===== src/rtl/led_anim_sequencer.sv =====
// led_anim_sequencer: 16-LED bar fill-up/fill-down animation controller.
// The speed switches select the frame period. In STOP (mode 0) the step
// button advances one frame per pulse.
// Optional switch debounce: define LED_ANIM_DEBOUNCE_EN.
module led_anim_sequencer #(
    parameter int unsigned NUM_LEDS   = 16,
    parameter int unsigned CNT_W      = 27,
    parameter int unsigned PER_SLOW   = 100000000,
    parameter int unsigned PER_MED    = 50000000,
    parameter int unsigned PER_FAST   = 20000000,
    parameter int unsigned DEB_CYCLES = 1000000
) (
    input  logic                            clk,
    input  logic                            rst_n,
    input  logic [1:0]                      sw,
    input  logic                            step,
    output logic [NUM_LEDS-1:0]             led,
    output logic [$clog2(2*NUM_LEDS)-1:0]   frame_idx,
    output logic                            tick,
    output logic [1:0]                      mode
);

    localparam int unsigned      FW         = $clog2(2*NUM_LEDS);
    localparam logic [FW-1:0]    LAST_FRAME = FW'(2*NUM_LEDS-1);
    localparam logic [CNT_W-1:0] RLD_SLOW   = CNT_W'(PER_SLOW - 1);
    localparam logic [CNT_W-1:0] RLD_MED    = CNT_W'(PER_MED - 1);
    localparam logic [CNT_W-1:0] RLD_FAST   = CNT_W'(PER_FAST - 1);

    if (DEB_CYCLES < 1 || PER_FAST < 1 || PER_MED < 1 || PER_SLOW < 1 ||
        ((PER_SLOW - 1) >> CNT_W) != 0) begin : g_param_check
        $error("led_anim_sequencer: invalid period/width parameters");
    end

    typedef enum logic {STOP, RUN} state_t;

    state_t           state;
    logic [1:0]       sw_s1;
    logic [1:0]       mode_nxt;
    logic [CNT_W-1:0] presc;
    logic [CNT_W-1:0] reload;
    logic [FW-1:0]    frame_nxt;
    logic [NUM_LEDS-1:0] led_nxt;

    // MSB-aligned bar of lit LEDs for frame k (fill up, then empty from the LSB side)
    function automatic logic [NUM_LEDS-1:0] pattern(input logic [FW-1:0] k);
        int unsigned kk;
        int unsigned ones;
        logic [NUM_LEDS-1:0] p;
        kk   = 32'(k);
        ones = (kk <= NUM_LEDS) ? kk : 2*NUM_LEDS - kk;
        p    = '0;
        for (int unsigned i = 0; i < NUM_LEDS; i++) begin
            p[NUM_LEDS-1-i] = (i < ones);
        end
        return p;
    endfunction

`ifdef LED_ANIM_DEBOUNCE_EN
    localparam int unsigned   DW       = (DEB_CYCLES > 1) ? $clog2(DEB_CYCLES) : 1;
    localparam logic [DW-1:0] DEB_LAST = DW'(DEB_CYCLES - 1);

    logic [1:0]    cand;
    logic [DW-1:0] deb_cnt;

    // First sync stage, then a candidate that must stay stable before it becomes the mode
    always_ff @(posedge clk or negedge rst_n) begin
        if (!rst_n) begin
            sw_s1   <= '0;
            cand    <= '0;
            deb_cnt <= '0;
        end else begin
            sw_s1 <= sw;
            if (sw_s1 != cand) begin
                cand    <= sw_s1;
                deb_cnt <= '0;
            end else if (deb_cnt != DEB_LAST) begin
                deb_cnt <= deb_cnt + DW'(1);
            end
        end
    end

    // Candidate is accepted on the edge that completes the stability window
    always_comb begin
        mode_nxt = mode;
        if (sw_s1 == cand && deb_cnt == DEB_LAST) begin
            mode_nxt = cand;
        end
    end
`else
    // First sync stage; the mode register is the second stage
    always_ff @(posedge clk or negedge rst_n) begin
        if (!rst_n) begin
            sw_s1 <= '0;
        end else begin
            sw_s1 <= sw;
        end
    end

    // Mode follows the first stage one edge later
    always_comb begin
        mode_nxt = sw_s1;
    end
`endif

    // Period reload value and next frame/pattern for the advance path
    always_comb begin
        case (mode_nxt)
            2'b01:   reload = RLD_SLOW;
            2'b10:   reload = RLD_MED;
            default: reload = RLD_FAST;
        endcase
        frame_nxt = (frame_idx == LAST_FRAME) ? '0 : frame_idx + FW'(1);
        led_nxt   = pattern(frame_nxt);
    end

    // STOP/RUN sequencer; decisions use the incoming mode so that state, mode
    // and the prescaler reload all change on the same edge
    always_ff @(posedge clk or negedge rst_n) begin
        if (!rst_n) begin
            state     <= STOP;
            mode      <= '0;
            presc     <= '0;
            frame_idx <= '0;
            led       <= '0;
            tick      <= 1'b0;
        end else begin
            mode <= mode_nxt;
            tick <= 1'b0;
            if (mode_nxt == 2'b00) begin
                state <= STOP;
                presc <= '0;
                if (step) begin
                    tick      <= 1'b1;
                    frame_idx <= frame_nxt;
                    led       <= led_nxt;
                end
            end else begin
                state <= RUN;
                if (state == STOP || mode_nxt != mode) begin
                    presc <= reload;
                end else if (presc == '0) begin
                    presc     <= reload;
                    tick      <= 1'b1;
                    frame_idx <= frame_nxt;
                    led       <= led_nxt;
                end else begin
                    presc <= presc - CNT_W'(1);
                end
            end
        end
    end

endmodule


===== config.mk =====
export PLATFORM = sky130hd
export DESIGN_NAME = led_anim_sequencer
export DESIGN_NICKNAME = d
export VERILOG_FILES = /design/src/rtl/led_anim_sequencer.sv
export SDC_FILE = /design/constraint.sdc
export NUM_CORES = 1
export LEC_CHECK = 0
export ABC_AREA = 1
export CAP_MARGIN = 10
export CORE_AREA = 2 2 79 81
export DETAILED_ROUTE_END_ITERATION = 10
export DIE_AREA = 0 0 81 83
export PLACE_DENSITY = 0.78
export SYNTH_ARGS = -nofsm -noshare
export SYNTH_HDL_FRONTEND = slang
export SYNTH_SLANG_ARGS = --single-unit

===== constraint.sdc =====
create_clock -name clk -period 3.4 [get_ports clk]
set_input_delay 0.68 -clock clk [delete_from_list [all_inputs] [get_ports clk]]
set_output_delay 0.68 -clock clk [all_outputs]
set_load 0.01 [all_outputs]

* After elaboration in Yosys (flattened, before gate mapping)
Cells that the tools add are included.
Widths: inputs -> output; s select.
** Operators by class
- Eq/ne operators :: 6
- Reductions and logical operators :: 5
- Muxes and demuxes :: 19
- $add $sub $neg :: 3
- Magnitude comparators :: 17
- Bitwise operators :: 1
** Operator list (number)
- $lt 4x32->1 const A :: 8
- $lt 3x32->1 const A :: 4
- $mux 27 :: 3
- $lt 1x32->1 const A :: 2
- $lt 2x32->1 const A :: 2
- $mux 16 :: 4
- $pmux 27 s2 :: 1
- $mux 32 :: 1
- $logic_not 27->1 :: 1
- $sub 27x1->27 const B :: 1
- $mux 5 :: 5
- $sub 6x5->7 const A :: 1
- $add 5x1->5 const B :: 1
- $eq 5x5->1 const B :: 1
- $le 5x5->1 const B :: 1
- $mux 1 :: 5
- $ne 2x2->1 const B :: 2
- $reduce_and 3->1 :: 1
- $eq 2x1->1 const B :: 1
- $eq 2x2->1 const B :: 1
- $logic_not 2->1 :: 1
- $ne 2x2->1 :: 1
- $reduce_bool 2->1 :: 1
- $logic_or 1x1->1 :: 1
- $not 1->1 :: 1
** Word-level totals
- Flip-flop bits (word level) :: 54
- Input bits :: 5
- Output and inout port bits :: 24
- Word-level logic and storage cells :: 58

* Longest topological paths before layout
- Word-level depth :: 8
- Mapped depth :: 15
- Gate-level depth less buffers :: 15

* Worst setup path before layout
Ideal clock, no wire load.
- Kind :: register -> register
- Start :: register frame_idx[0]
- End :: register led[1]
- Library setup time :: 0.065 ns
- Slack :: 1.330 ns
- Stages on the path, launching flop included :: 15
- Path buffers :: 0
- Arrival :: 2.005 ns
- Data required time :: 3.335 ns
- Clock period less this slack :: 2.070 ns
- Cell sequence :: dfrtp_1 ha_1 nand2_1 nor2_1 ha_1 inv_1 nor2_1 nand2_1 o21ai_1 inv_1 nand2_1 inv_1 nor2_4 nand2_1 nand2_1
** Between the ends
- Word-level cells in the longest chain between the ends :: 8
- Elaborated cells on any way between the ends :: 11
- Those cells by class :: add/sub (2); order compare (2); eq/ne (1); mux (6)
** RTL lines
- start, declared :: line 18 : output logic [$clog2(2*NUM_LEDS)-1:0] frame_idx,
- start signal, assigned :: line 134 : frame_idx <= frame_nxt;
- start signal, assigned :: line 144 : frame_idx <= frame_nxt;
- $add 5x1->5 or $eq 5x5->1 (tied branches) :: line 112 : frame_nxt = (frame_idx == LAST_FRAME) ? '0 : frame_idx + FW'(1);
- $mux 5 (*) :: line 112
- net frame_nxt[4] :: line 41 : logic [FW-1:0] frame_nxt;
- $sub 6x5->7 or $le 5x5->1 (tied branches) :: line 50 : ones = (kk <= NUM_LEDS) ? kk : 2*NUM_LEDS - kk;
- $mux 32 (*) :: line 50
- $lt 4x32->1 (*) :: line 53 : p[NUM_LEDS-1-i] = (i < ones);
- $mux 16 :: line 141 : end else if (presc == '0) begin
- $mux 16 :: line 139 : if (state == STOP || mode_nxt != mode) begin
- $mux 16 (*) :: line 129 : if (mode_nxt == 2'b00) begin
- end signal, assigned :: line 135 : led <= led_nxt;
- end signal, assigned :: line 145 : led <= led_nxt;
- end, declared :: line 17 : output logic [NUM_LEDS-1:0] led,
The timed path passes the listed nets; every way through them passes the cells marked *. The select of a mux whose other input is x is not followed.
A chain may end at the register's enable or synchronous reset.

* Worst setup path in the final report
Ends and elaborated chain as after synthesis.

==> results.py <==
metrics = {
    "run_status": {
        "status": "finished, final reports clean",
    },
    "layout": {
        "area_delta_synth_final_pct": 14.4,
        "final_layout_size_suffix_gt1_share_pct": 9.23,
        "final_nets": 457,
        "stdcell_count": 519,
        "fillerInstances": 551,
        "antennaDiodeCount": 0,
    },
    "critical_path": {
        "r2r_cells": 14,
        "cp_slowest_stage_delay_ps": 470,
        "cp-startpoint": "frame_idx[0]",
        "start_kind": "register",
        "cp_cell_sequence": "ha_1 > nand2_1 > nor2_1 > ha_1 > inv_1 > nor2_1 > nand2_1 > o21ai_1 > inv_1 > nand2_1 > inv_1 > nor2_4 > nand2_1 > nand2_1",
        "crit_type": "register to register",
        "r2r_start": "frame_idx[0]",
        "end_kind": "register",
        "cp_slowest_cell": "dfrtp_1",
        "path_buf_inv": 3,
        "path_depth": 14,
        "reg2reg_slack_ps": 1110,
        "crit_end": "led[1]",
        "required_ps": 3660,
        "arrival_ps": 2560,
        "crit_top_cell": "nand2_1",
        "crit_family": "simple AND/OR/NAND/NOR gates",
        "cp_max_fo": 7,
        "reg2reg_to": "led[1]",
    },
    "route": {
        "routed_wl_um": 6710,
        "first_pass_iters": 4,
        "drt_iter0_drc": 121,
        "routedWlPerCell_um": 12.9,
        "drc": 0,
        "ant_nets": 0,
        "vias": 2612,
        "vias_per_cell": 5.03,
    },
    "floorplanning": {
        "dieArea_um2": 6720,
        "initial_core_util_pct": 53.6,
        "core_um2": 5820,
        "fp.dieH_um": 83,
        "rows": 28,
        "pin_count": 29,
        "chipWidth_um": 81,
    },
    "synth": {
        "synth-seq-cells": 54,
        "yosys_warnings": 0,
        "synthDistinctLibCells": 30,
        "syn_area_per_cell_um2": 7.56,
        "synth_area_um2": 3120,
        "synth_nets": 426,
        "yosysSeqAreaShare_pct": 43.4,
        "synth_cells": 412,
    },
    "sta": {
        "hold_viol": 0,
        "slew_headroom_pct": 33.8,
        "worstMarginPinSlew_ps": 988,
        "fmax_mhz": 436,
        "final.setup.worst_slack_ps": 1110,
        "min_period_ps": 2290,
        "drv_slew": 0,
        "min_period_over_period_pct": 67.5,
        "final-setup-viol-count": 0,
        "rsz0062_at_grt": "false",
        "fin_tns_setup_ps": 0,
        "finalClockSkew_ps": 5.25,
    },
    "placed_design": {
        "post-place-cells": 511,
        "pre_cts_ws_ps": 1070,
        "hpwl_um": 4970,
        "numPortBuffers": 28,
        "gp_congestion": 0.929,
    },
    "global_route": {
        "grt_max_degree": 31,
        "track_usage_pct": 21.3,
        "antenna_found_initial": 0,
        "grt_pass1_wl_um": 11400,
        "gr-total-overflow": 0,
        "first_global_vias": 2513,
    },
    "power": {
        "power.density_nw_per_um2": 573,
        "peakVddDrop_uv": 371,
        "power.leakage_nw": 1.76,
    },
    "clock_tree": {
        "clockBufferDepth": 2,
        "cts_root_buf": "clkbuf_8",
        "numCtsBuffers": 5,
        "postCtsHoldBufs": 0,
        "post_cts_buffers": 0,
        "ctsResizeCount": 0,
        "clkTransAtPathRegs_ps": 110,
        "clock-sinks": 54,
        "cts_tree": "yes",
        "insertion_delay_ps": 320,
        "htreeDepth": 2,
    },
    "worst_hold_path": {
        "hp-class": "input port to asynchronous set/reset pin",
    },
    "flow_run": {
        "maxCapViolations": 0,
    },
}
==> cell usage after synthesis <==
master	number	area, um^2
a21boi_2	1	11.3
a21oi_1	13	65.1
buf_12	1	20.0
buf_2	2	10.0
buf_6	1	11.3
clkbuf_1	1	3.75
dfrtp_1	54	1350
ha_1	9	113
inv_1	55	206
inv_2	3	11.3
nand2_1	113	424
nand2_2	3	18.8
nand2_4	3	33.8
nand3_1	28	140
nand3_2	3	30.0
nand3b_1	1	7.51
nand4_1	6	37.5
nor2_1	55	206
nor2_2	11	68.8
nor2_4	4	45.0
nor3_1	3	15.0
nor4_1	1	6.26
o211ai_2	1	12.5
o21ai_0	14	70.1
o21ai_1	7	35.0
o21ai_2	2	17.5
o21bai_1	1	7.51
or2_1	1	6.26
xnor2_1	3	26.3
xor2_1	12	105
==> state kept, by name, indices dropped and copies added (netlist names) <==
register,cells
presc,27
frame_idx,5
led,16
mode,2
state,1
mode_nxt,2
tick,1
==> final cells by class <==
| cell class | count | area, um^2 | area share (%) |
|---|---|---|---|
| clock buffer | 5 | 68.8 | 1.93 |
| clock inverter | 3 | 47.5 | 1.33 |
| multi-input combinational | 295 | 1500 | 42.2 |
| timing repair buffer | 29 | 283 | 7.93 |
| sequential | 54 | 1350 | 37.9 |
| inverter | 58 | 218 | 6.11 |
| tap | 75 | 93.8 | 2.63 |
==> where the power goes <==
part	internal, mW	switching (mW)	total, mW	leakage (nW)
sequential	0.761	0.108	0.868	0.664
clock	0.225	0.235	0.460	0.0591
combinational	0.306	0.407	0.713	1.03
total	1.29	0.749	2.04	1.76
==> cell families after synthesis <==
group                    share of synthesized area [%]
adder cells (fa/ha/maj)                           3.61
XOR/XNOR                                          4.22
AO/OA/AOI/OAI                                     7.03
buffers and inverters                             8.43
flip-flops                                        43.4
AND/OR/NAND/NOR                                   33.4
==> worst min path at each step <==
| stage | slack [ps] | end | cells after the start |
|---|---|---|---|
| floorplan | 380 | frame_idx[0] | 0 |
| global placement | 430 | mode[0] | 0 |
| detailed placement | 430 | mode[0] | 0 |
| CTS | 420 | led[0] | 1 |
| global route | 460 | frame_idx[4] | 1 |
| finish | 390 | presc[3] | 1 |
==> cells in the final DEF (no fill, tap or decap) <==
cell type / Yosys / layout
nand2_1: 113 / 113
inv_1: 55 / 55
nor2_1: 55 / 55
dfrtp_1: 54 / 54
nand3_1: 28 / 28
clkdlybuf4s50_1: 0 / 27
o21ai_0: 14 / 14
a21oi_1: 13 / 13
xor2_1: 12 / 12
nor2_2: 11 / 11
ha_1: 9 / 9
o21ai_1: 7 / 7
nand4_1: 6 / 6
clkbuf_8: 0 / 5
nor2_4: 4 / 4
inv_2: 3 / 3
nand2_2: 3 / 3
xnor2_1: 3 / 3
nor3_1: 3 / 3
nand2_4: 3 / 3
nand3_2: 3 / 3
o21ai_2: 2 / 2
inv_6: 0 / 2
nand3b_1: 1 / 1
or2_1: 1 / 1
o21bai_1: 1 / 1
nor4_1: 1 / 1
a21boi_2: 1 / 1
o211ai_2: 1 / 1
bufinv_16: 0 / 1
buf_2: 2 / 1
buf_4: 0 / 1
==> metal layers <==
metal / global-route usage (%) / wire length [um]
met1: 31.0 / 3280
met2: 33.3 / 3090
met3: 3.59 / 281
met4: 4.62 / 63
met5: 0 / 0
==> worst reg2reg max path, delay by kind of cell, from the launching register on <==
family	cells	cell delay (ps)
AOI/OAI and AO/OA	1	140
buffers and inverters	3	290
adders and majority gates	2	650
and+or+nand+nor	8	690
DFF	1	470
==> stage by stage <==
stage | instance area, um^2 | utilization [%] | power [mW] | hold slack [ps]
after CTS | 3560 | 61.3 | 2.05 | 419
after floorplan | 3120 | - | 1.30 | 384
final | 3560 | 61.3 | 2.04 | 392
after detailed placement | 3450 | 59.3 | 1.59 | 428
after global routing | 3560 | 61.3 | 2.17 | 461
after global placement | 3450 | 59.3 | 1.58 | 427
Note: power is estimated with default switching activity, not from simulation.
